### src/rtl/cast_input_unit_pkg.sv
// Shared constants, types and helpers for the cast router input unit.
package cast_pkg;

    localparam int unsigned VN  = 4;
    localparam int unsigned PN  = 5;
    localparam int unsigned DW  = 32;
    localparam int unsigned VIW = $clog2(VN);

    typedef logic [VIW-1:0] vc_idx_t;
    typedef logic [PN-1:0]  port_mask_t;
    typedef logic [DW-1:0]  flit_t;

    // Isolates the lowest set bit of a port mask (zero stays zero).
    function automatic port_mask_t lowest_bit(input port_mask_t m);
        return m & (~m + port_mask_t'(1));
    endfunction

endpackage

### src/rtl/cast_input_unit_if.sv
// Flit, crossbar and routing-config signals of the cast input unit.
interface cast_input_unit_if #(
    parameter int unsigned DEPTH = 4
);
    import cast_pkg::*;

    localparam int unsigned CW = $clog2(DEPTH + 1);

    logic [VN-1:0]          vc_i;
    flit_t                  data_i;
    logic                   valid_i;
    logic                   ready_o;

    flit_t      [VN-1:0]    data_o;
    logic       [VN-1:0]    valid_o;
    port_mask_t [VN-1:0]    req_port;
    port_mask_t [VN-1:0]    ready_i;
    logic [VN-1:0][CW-1:0]  count_o;

    logic                   cfg_we;
    vc_idx_t                cfg_vc;
    port_mask_t             cfg_mask;
    logic                   cfg_ready_o;

    modport slave (
        input  vc_i, data_i, valid_i, ready_i, cfg_we, cfg_vc, cfg_mask,
        output ready_o, data_o, valid_o, req_port, count_o, cfg_ready_o
    );

    modport master (
        output vc_i, data_i, valid_i, ready_i, cfg_we, cfg_vc, cfg_mask,
        input  ready_o, data_o, valid_o, req_port, count_o, cfg_ready_o
    );

endinterface

### src/rtl/cast_fork_tracker.sv
// Per-VC route mask and outstanding-copy tracker for multicast head flits.
// Defining CAST_PARALLEL_FORK_EN requests every outstanding port at once.
module cast_fork_tracker
    import cast_pkg::*;
#(
    parameter port_mask_t ROUTE_INIT = '0
) (
    input  logic       clk,
    input  logic       rst,
    input  logic       cfg_we_i,
    input  port_mask_t cfg_mask_i,
    input  logic       empty_i,
    input  port_mask_t ready_i,
    output port_mask_t req_port_o,
    output logic       valid_o,
    output logic       pop_o,
    output logic       idle_o
);

    port_mask_t route_q, route_d;
    port_mask_t pend_q,  pend_d;
    port_mask_t eff, rem;

    always_ff @(posedge clk) begin
        if (rst) begin
            route_q <= ROUTE_INIT;
            pend_q  <= '0;
        end else begin
            route_q <= route_d;
            pend_q  <= pend_d;
        end
    end

    // A zero route mask silently drops the head flit each cycle.
    always_comb begin
        route_d    = route_q;
        pend_d     = pend_q;
        req_port_o = '0;
        valid_o    = 1'b0;
        pop_o      = 1'b0;
        eff        = (pend_q == '0) ? route_q : pend_q;
        rem        = eff;

        if (!empty_i) begin
            if (route_q == '0) begin
                pop_o = 1'b1;
            end else begin
                valid_o = 1'b1;
`ifdef CAST_PARALLEL_FORK_EN
                req_port_o = eff;
                rem        = eff & ~(eff & ready_i);
                pend_d     = rem;
                pop_o      = (rem == '0);
`else
                req_port_o = lowest_bit(eff);
                if ((req_port_o & ready_i) != '0) begin
                    rem    = eff & ~req_port_o;
                    pend_d = rem;
                    pop_o  = (rem == '0);
                end
`endif
            end
        end

        if (cfg_we_i) route_d = cfg_mask_i;
    end

    assign idle_o = (pend_q == '0);

endmodule

### src/rtl/network_fifo.sv
// Power-of-two circular FIFO; FWFT=1 presents the head word combinationally.
module network_fifo #(
    parameter int unsigned DW    = 32,
    parameter int unsigned DEPTH = 4,
    parameter bit          FWFT  = 1'b1
) (
    input  logic                         clk,
    input  logic                         rst,
    input  logic                         wr_en_i,
    input  logic [DW-1:0]                wr_data_i,
    input  logic                         rd_en_i,
    output logic [DW-1:0]                rd_data_o,
    output logic                         full_o,
    output logic                         empty_o,
    output logic [$clog2(DEPTH+1)-1:0]   count_o
);

    localparam int unsigned AW = $clog2(DEPTH);
    localparam int unsigned CW = $clog2(DEPTH + 1);

    logic [DW-1:0] mem_q [DEPTH];
    logic [AW-1:0] wr_ptr_q, wr_ptr_d;
    logic [AW-1:0] rd_ptr_q, rd_ptr_d;
    logic [CW-1:0] cnt_q, cnt_d;
    logic          do_wr, do_rd;

    // Full/empty come from the registered count only.
    assign full_o  = (cnt_q == CW'(DEPTH));
    assign empty_o = (cnt_q == '0);
    assign count_o = cnt_q;
    assign do_wr   = wr_en_i & ~full_o;
    assign do_rd   = rd_en_i & ~empty_o;

    always_comb begin
        wr_ptr_d = wr_ptr_q;
        rd_ptr_d = rd_ptr_q;
        cnt_d    = cnt_q;
        if (do_wr) wr_ptr_d = wr_ptr_q + AW'(1);
        if (do_rd) rd_ptr_d = rd_ptr_q + AW'(1);
        case ({do_wr, do_rd})
            2'b10:   cnt_d = cnt_q + CW'(1);
            2'b01:   cnt_d = cnt_q - CW'(1);
            default: cnt_d = cnt_q;
        endcase
    end

    always_ff @(posedge clk) begin
        if (rst) begin
            wr_ptr_q <= '0;
            rd_ptr_q <= '0;
            cnt_q    <= '0;
        end else begin
            wr_ptr_q <= wr_ptr_d;
            rd_ptr_q <= rd_ptr_d;
            cnt_q    <= cnt_d;
        end
    end

    always_ff @(posedge clk) begin
        if (do_wr) mem_q[wr_ptr_q] <= wr_data_i;
    end

    generate
        if (FWFT) begin : g_fwft
            assign rd_data_o = mem_q[rd_ptr_q];
        end else begin : g_std
            logic [DW-1:0] rd_data_q;
            always_ff @(posedge clk) begin
                if (rst)        rd_data_q <= '0;
                else if (do_rd) rd_data_q <= mem_q[rd_ptr_q];
            end
            assign rd_data_o = rd_data_q;
        end
    endgenerate

endmodule

### src/rtl/cast_input_unit.sv
// Multicast input port: per-VC FWFT buffering plus head-flit replication
// to a run-time port mask (parallel fork when CAST_PARALLEL_FORK_EN is defined).
module cast_input_unit
    import cast_pkg::*;
#(
    parameter int unsigned            DEPTH      = 4,
    parameter logic [VN-1:0][PN-1:0]  ROUTE_INIT = '0
) (
    input logic              clk,
    input logic              rst,
    cast_input_unit_if.slave bus
);

    localparam int unsigned CW   = $clog2(DEPTH + 1);
    localparam int unsigned VSEL = 1 << VIW;

    logic       [VN-1:0]         full, empty, pop, idle, valid, wr_en, cfg_hit;
    flit_t      [VN-1:0]         head;
    port_mask_t [VN-1:0]         req;
    logic       [VN-1:0][CW-1:0] cnt;
    logic       [VSEL-1:0]       cfg_ok;
    logic                        onehot_c, in_ready_c, wr_accept_c, cfg_ready_c;

    // Input side sees only registered fullness, so no path from ready_i.
    always_comb begin
        onehot_c    = (bus.vc_i != '0) && ((bus.vc_i & (bus.vc_i - VN'(1))) == '0);
        in_ready_c  = onehot_c & ~(|(bus.vc_i & full));
        wr_accept_c = bus.valid_i & in_ready_c;
        wr_en       = {VN{wr_accept_c}} & bus.vc_i;
    end

    // Config index space may exceed VN; unused slots never accept.
    generate
        for (genvar i = 0; i < VSEL; i++) begin : g_cfg_ok
            if (i < VN) begin : g_in
                assign cfg_ok[i] = empty[i] & idle[i];
            end else begin : g_out
                assign cfg_ok[i] = 1'b0;
            end
        end
    endgenerate

    assign cfg_ready_c = cfg_ok[bus.cfg_vc];

    generate
        for (genvar v = 0; v < VN; v++) begin : g_vc
            assign cfg_hit[v] = bus.cfg_we & cfg_ready_c & (bus.cfg_vc == vc_idx_t'(v));

            network_fifo #(
                .DW    (DW),
                .DEPTH (DEPTH),
                .FWFT  (1'b1)
            ) u_fifo (
                .clk       (clk),
                .rst       (rst),
                .wr_en_i   (wr_en[v]),
                .wr_data_i (bus.data_i),
                .rd_en_i   (pop[v]),
                .rd_data_o (head[v]),
                .full_o    (full[v]),
                .empty_o   (empty[v]),
                .count_o   (cnt[v])
            );

            cast_fork_tracker #(
                .ROUTE_INIT (ROUTE_INIT[v])
            ) u_tracker (
                .clk        (clk),
                .rst        (rst),
                .cfg_we_i   (cfg_hit[v]),
                .cfg_mask_i (bus.cfg_mask),
                .empty_i    (empty[v]),
                .ready_i    (bus.ready_i[v]),
                .req_port_o (req[v]),
                .valid_o    (valid[v]),
                .pop_o      (pop[v]),
                .idle_o     (idle[v])
            );
        end
    endgenerate

    // Empty FIFOs present an all-zero flit rather than stale storage.
    always_comb begin
        for (int v = 0; v < VN; v++) begin
            bus.data_o[v] = empty[v] ? '0 : head[v];
        end
        bus.ready_o     = in_ready_c;
        bus.valid_o     = valid;
        bus.req_port    = req;
        bus.count_o     = cnt;
        bus.cfg_ready_o = cfg_ready_c;
    end

endmodule

### src/flat_wrapper.sv
// flat-port wrapper written by rule: the top's interface ports become plain ports
module cast_input_unit_flat import cast_pkg::*;
#(
    parameter int unsigned            DEPTH      = 4,
    parameter logic [VN-1:0][PN-1:0]  ROUTE_INIT = '0
)
  (clk, rst, bus_vc_i, bus_data_i, bus_valid_i, bus_ready_i, bus_cfg_we, bus_cfg_vc, bus_cfg_mask, bus_ready_o, bus_data_o, bus_valid_o, bus_req_port, bus_count_o, bus_cfg_ready_o);
  cast_input_unit_if #(.DEPTH(DEPTH)) bus_i ();
  input logic clk;
  input logic rst;
  input wire logic [$bits(bus_i.vc_i)-1:0] bus_vc_i;
  input wire logic [$bits(bus_i.data_i)-1:0] bus_data_i;
  input wire logic [$bits(bus_i.valid_i)-1:0] bus_valid_i;
  input wire logic [$bits(bus_i.ready_i)-1:0] bus_ready_i;
  input wire logic [$bits(bus_i.cfg_we)-1:0] bus_cfg_we;
  input wire logic [$bits(bus_i.cfg_vc)-1:0] bus_cfg_vc;
  input wire logic [$bits(bus_i.cfg_mask)-1:0] bus_cfg_mask;
  output wire logic [$bits(bus_i.ready_o)-1:0] bus_ready_o;
  output wire logic [$bits(bus_i.data_o)-1:0] bus_data_o;
  output wire logic [$bits(bus_i.valid_o)-1:0] bus_valid_o;
  output wire logic [$bits(bus_i.req_port)-1:0] bus_req_port;
  output wire logic [$bits(bus_i.count_o)-1:0] bus_count_o;
  output wire logic [$bits(bus_i.cfg_ready_o)-1:0] bus_cfg_ready_o;
  assign bus_i.vc_i = bus_vc_i;
  assign bus_i.data_i = bus_data_i;
  assign bus_i.valid_i = bus_valid_i;
  assign bus_i.ready_i = bus_ready_i;
  assign bus_i.cfg_we = bus_cfg_we;
  assign bus_i.cfg_vc = bus_cfg_vc;
  assign bus_i.cfg_mask = bus_cfg_mask;
  assign bus_ready_o = bus_i.ready_o;
  assign bus_data_o = bus_i.data_o;
  assign bus_valid_o = bus_i.valid_o;
  assign bus_req_port = bus_i.req_port;
  assign bus_count_o = bus_i.count_o;
  assign bus_cfg_ready_o = bus_i.cfg_ready_o;
  cast_input_unit #(.DEPTH(DEPTH), .ROUTE_INIT(ROUTE_INIT)) u_core (.clk(clk), .rst(rst), .bus(bus_i));
endmodule
### config.mk
export PLATFORM = sky130hd
export DESIGN_NAME = cast_input_unit_flat
export DESIGN_NICKNAME = d
export VERILOG_FILES = /design/src/rtl/cast_input_unit_pkg.sv /design/src/rtl/cast_input_unit_if.sv /design/src/rtl/cast_fork_tracker.sv /design/src/rtl/network_fifo.sv /design/src/rtl/cast_input_unit.sv /design/src/flat_wrapper.sv
export SDC_FILE = /design/constraint.sdc
export NUM_CORES = 1
export LEC_CHECK = 0
export CAP_MARGIN = 20
export CORE_AREA = 2 2 219 199
export CTS_CLUSTER_SIZE = 25
export DETAILED_ROUTE_END_ITERATION = 12
export DIE_AREA = 0 0 221 201
export PLACE_DENSITY = 0.8
export SYNTH_ARGS = -nofsm -noshare
export SYNTH_HDL_FRONTEND = slang
export SYNTH_SLANG_ARGS = --single-unit
### constraint.sdc
create_clock -name clk -period 3.25 [get_ports clk]
set_clock_uncertainty 0.2 [all_clocks]
set_input_delay 0.65 -clock clk [delete_from_list [all_inputs] [get_ports clk]]
set_output_delay 0.65 -clock clk [all_outputs]
set_load 0.01 [all_outputs]
==> impl_metrics.json <==
{
  "worstSkewPairLatency_ns": 0.59,
  "tritoncts.num_buffers": 55,
  "required_ns": 2.40,
  "routed_vias": 13922,
  "final_area_um2": 29700,
  "hpwl_mm": 35.6,
  "critical_path.reg2reg.startpoint": "u_core.g_vc[3].u_tracker.pend_q[3]$_SDFFE_PP0P_",
  "setup.reg_to_reg.worst_slack_ns": 0.14,
  "postSynthNetCount": 1460,
  "power_frac_clock_pct": 27.4,
  "netlist_area_um2": 23800,
  "first_global_vias": 14008,
  "remaining_drc_errors": 0,
  "critical_path.slowest_cell": "mux4_2",
  "grt_util_all_layers_pct": 26.1,
  "layout_min_cycle_time_ns": 3.20,
  "p_sw_share_pct": 29.7,
  "grt_antenna_before_repair": 2,
  "grt_remaining_overflow": 0,
  "finalSetupViolations": 0,
  "p_total_mw": 21.6,
  "critPathLaunchType": "flop",
  "path_class_of_the_lowest_slack_min_delay_path": "flop to flop",
  "syn_inst": 1369,
  "power_density_nw_per_um2": 728,
  "placementRows": 72,
  "internal_power_mw": 15.2,
  "critical_path.endpoint_type": "output pin",
  "nNetsFinal": 1800,
  "synth-async-reset-ratio_pct": 0,
  "regToRegEndpoint": "u_core.g_vc[3].u_fifo.count_o[2]$_SDFFE_PP0P_",
  "reg2reg_depth": 11,
  "pwr-share-seq_pct": 40.0,
  "synthMostInstantiatedCell": "edfxtp_1",
  "post-route-period-util_pct": 98.6,
  "first_iter_violations": 1310,
  "slew-limit-headroom_pct": 49.4,
  "hold_viol": 0,
  "maxSlewViolCount": 0,
  "clkSinkCount": 584,
  "post_synth_top_cells": "edfxtp_1, mux4_2, nor2_1",
  "ant_nets": 0,
  "synth-edff-count": 512,
  "tightest_slew_ns": 0.756,
  "setup.worst_path.end": "bus_data_o[121]",
  "cts_htree_levels": 2,
  "yosysSeqAreaShare_pct": 70.8,
  "placed_cells": 2167,
  "worst_ep_arrival_ns": 2.35,
  "final.hold.worst_slack_ns": 0.328,
  "fmax_mhz": 312,
  "leakage_nw": 10.2,
  "ctsLongestPathBuffers": 3,
  "comb_power_share_pct": 32.6,
  "grt_max_degree": 40,
  "ir_worst_vdd_v": 0.000499,
  "power.net_switching_mw": 6.42,
  "antenna_cells_inserted": 0,
  "die-height_um": 201,
  "post-synth-top-area-cell": "edfxtp_1",
  "ctsHoldBuffers": 0,
  "synth_largest_type_area_fraction_pct": 64.7,
  "cp_slowest_stage_delay_ns": 0.50,
  "post_synth.cell_area_avg_um2": 17.4,
  "final_cell_count_no_fill": 2307,
  "drt_wl_total_mm": 58.7,
  "grt_pass1_wl_mm": 87.0,
  "layout-area-overhead-vs-synth_pct": 25.2,
  "initial_utilization_pct": 56.0,
  "tritoncts": "yes",
  "cap_viol_max_count": 0,
  "drive_gt1_share_pct": 23.4,
  "synth_seq_cells": 584,
  "setup-tns-final_ns": 0,
  "yosysWarnings": 0,
  "number_of_top_level_design_ports": 233,
  "worstPathMaxFanout": 11,
  "synth_top_flop_cell": "edfxtp_1",
  "fp.coreArea_um2": 42400,
  "synth.distinct_cells": 80,
  "die_width_um": 221,
  "worst-setup-path-type": "flop to output pin",
  "cp_cell_sequence": "buf_12, mux4_2, and2_1, clkdlybuf4s50_1",
  "drt-vias-per-instance": 6.03,
  "outcome": "complete, no violations",
  "synthTopCellsByArea": "edfxtp_1, mux4_2, dfxtp_1, and2_1, nor2b_1",
  "globalplace.congestion": 0.874,
  "drt_first_pass_iters": 5,
  "routed_wire_length_per_instance_um": 25.4,
  "place_area_um2": 27500,
  "cts.root.buffer_cell": "clkbuf_16",
  "clk_pin_slew_ns": 0.06,
  "grt_setup_unrepaired": "yes",
  "die_area_um2": 44400,
  "port_buffers": 232
}
## cell families after synthesis
kind of cell / synth area share [%]
AOI/OAI and AO/OA: 3.14
xor gates and xnor gates: 0.516
adders and majority gates: 1.39
buffers and inverters: 2.04
DFF: 70.8
muxes: 13.5
and+or+nand+nor: 8.64
## cell usage in the layout, fill, tap and decap left out, drive strengths merged, types with 6 or more instances in the layout
cell           count
xor2               8
nor4               6
dlymetal6s2s      13
a31oi             14
mux4             128
nor3              28
or3               10
nand3             12
dlygate4sd2       72
xnor2              6
clkinv            19
nor2              93
and2              81
ha                20
mux2i             29
o21ai             20
edfxtp           512
nand2b            12
a21oi             32
clkbuf            80
inv               43
clkdlybuf4s50    143
and3               6
nor2b             68
nand2             30
dfxtp             72
buf              122
## sequential cells by signal (all words and copies together), names as in the netlist, named ones only
name	flops
u_core.g_vc.u_fifo.wr_ptr_q	8
u_core.g_vc.u_fifo.mem_q	512
u_core.g_vc.u_fifo.rd_ptr_q	8
u_core.g_vc.u_tracker.route_q	20
u_core.g_vc.u_fifo.count_o	12
u_core.g_vc.u_tracker.pend_q	16
## routing by layer
layer / global-route usage, % / up-vias / wire [µm]
met1: 37.2 / 7195 / 24300
met4: 6.35 / 0 / 1130
met2: 42.8 / 674 / 29000
li1: - / 5975 / -
met3: 4.17 / 78 / 4190
met5: 0 / - / 0
## power by group through the flow
stage	clock [mW]	sequential, mW	combinational [mW]
floorplan	0	8.66	3.34
global placement	0	8.74	6.84
detailed placement	0	8.75	6.92
CTS	6.03	8.64	6.93
global route	6.30	8.66	7.52
finish	5.94	8.64	7.05
## timing repair
item                       in CTS  in global routing
buffers inserted               12                 22
cloned                          6                  0
gates resized for setup       108                 43
pin swaps                       1                  2
setup endpoints to repair     135                 65
## final cells by class
cell class                      count  area, µm²
Sequential cell                   584      16900
Fill cell                        2631      12700
Multi-Input combinational cell    671       6550
Timing Repair Buffer              354       3790
Clock buffer                       80       1520
Tap cell                          555        694
Inverter                           43        161
Clock inverter                     20        134
## per-stage QoR
| stage | worst slack [ns] | util [%] |
|---|---|---|
| after floorplan | 0.151 | - |
| after global routing | -0.00954 | 70.1 |
| after global placement | -0.126 | 64.8 |
| after detailed placement | -0.180 | 64.8 |
| final | 0.0464 | 70.1 |
| after CTS | -0.111 | 69.3 |
## worst max-delay path, delay by kind of cell (launching register included)
kind | cells | cell delay, ns
mux | 1 | 0.50
buf+inv | 2 | 0.67
flops | 1 | 0.39
simple gates | 1 | 0.19
## worst min path at each step
stage,to,slack (ns),cells after the start,startpoint
finish,u_core.g_vc[1].u_fifo.count_o[2]$_SDFFE_PP0P_,0.33,2,u_core.g_vc[1].u_fifo.count_o[2]$_SDFFE_PP0P_
global placement,u_core.g_vc[1].u_fifo.wr_ptr_q[1]$_SDFFE_PP0P_,0.30,2,u_core.g_vc[1].u_fifo.wr_ptr_q[1]$_SDFFE_PP0P_
detailed placement,u_core.g_vc[1].u_fifo.count_o[2]$_SDFFE_PP0P_,0.33,2,u_core.g_vc[1].u_fifo.count_o[2]$_SDFFE_PP0P_
CTS,u_core.g_vc[0].u_fifo.count_o[2]$_SDFFE_PP0P_,0.34,2,u_core.g_vc[0].u_fifo.count_o[2]$_SDFFE_PP0P_
global route,u_core.g_vc[0].u_fifo.count_o[2]$_SDFFE_PP0P_,0.35,2,u_core.g_vc[0].u_fifo.count_o[2]$_SDFFE_PP0P_
floorplan,u_core.g_vc[0].u_fifo.wr_ptr_q[1]$_SDFFE_PP0P_,0.28,2,u_core.g_vc[0].u_fifo.wr_ptr_q[1]$_SDFFE_PP0P_
(Power assumes the default switching activity.)
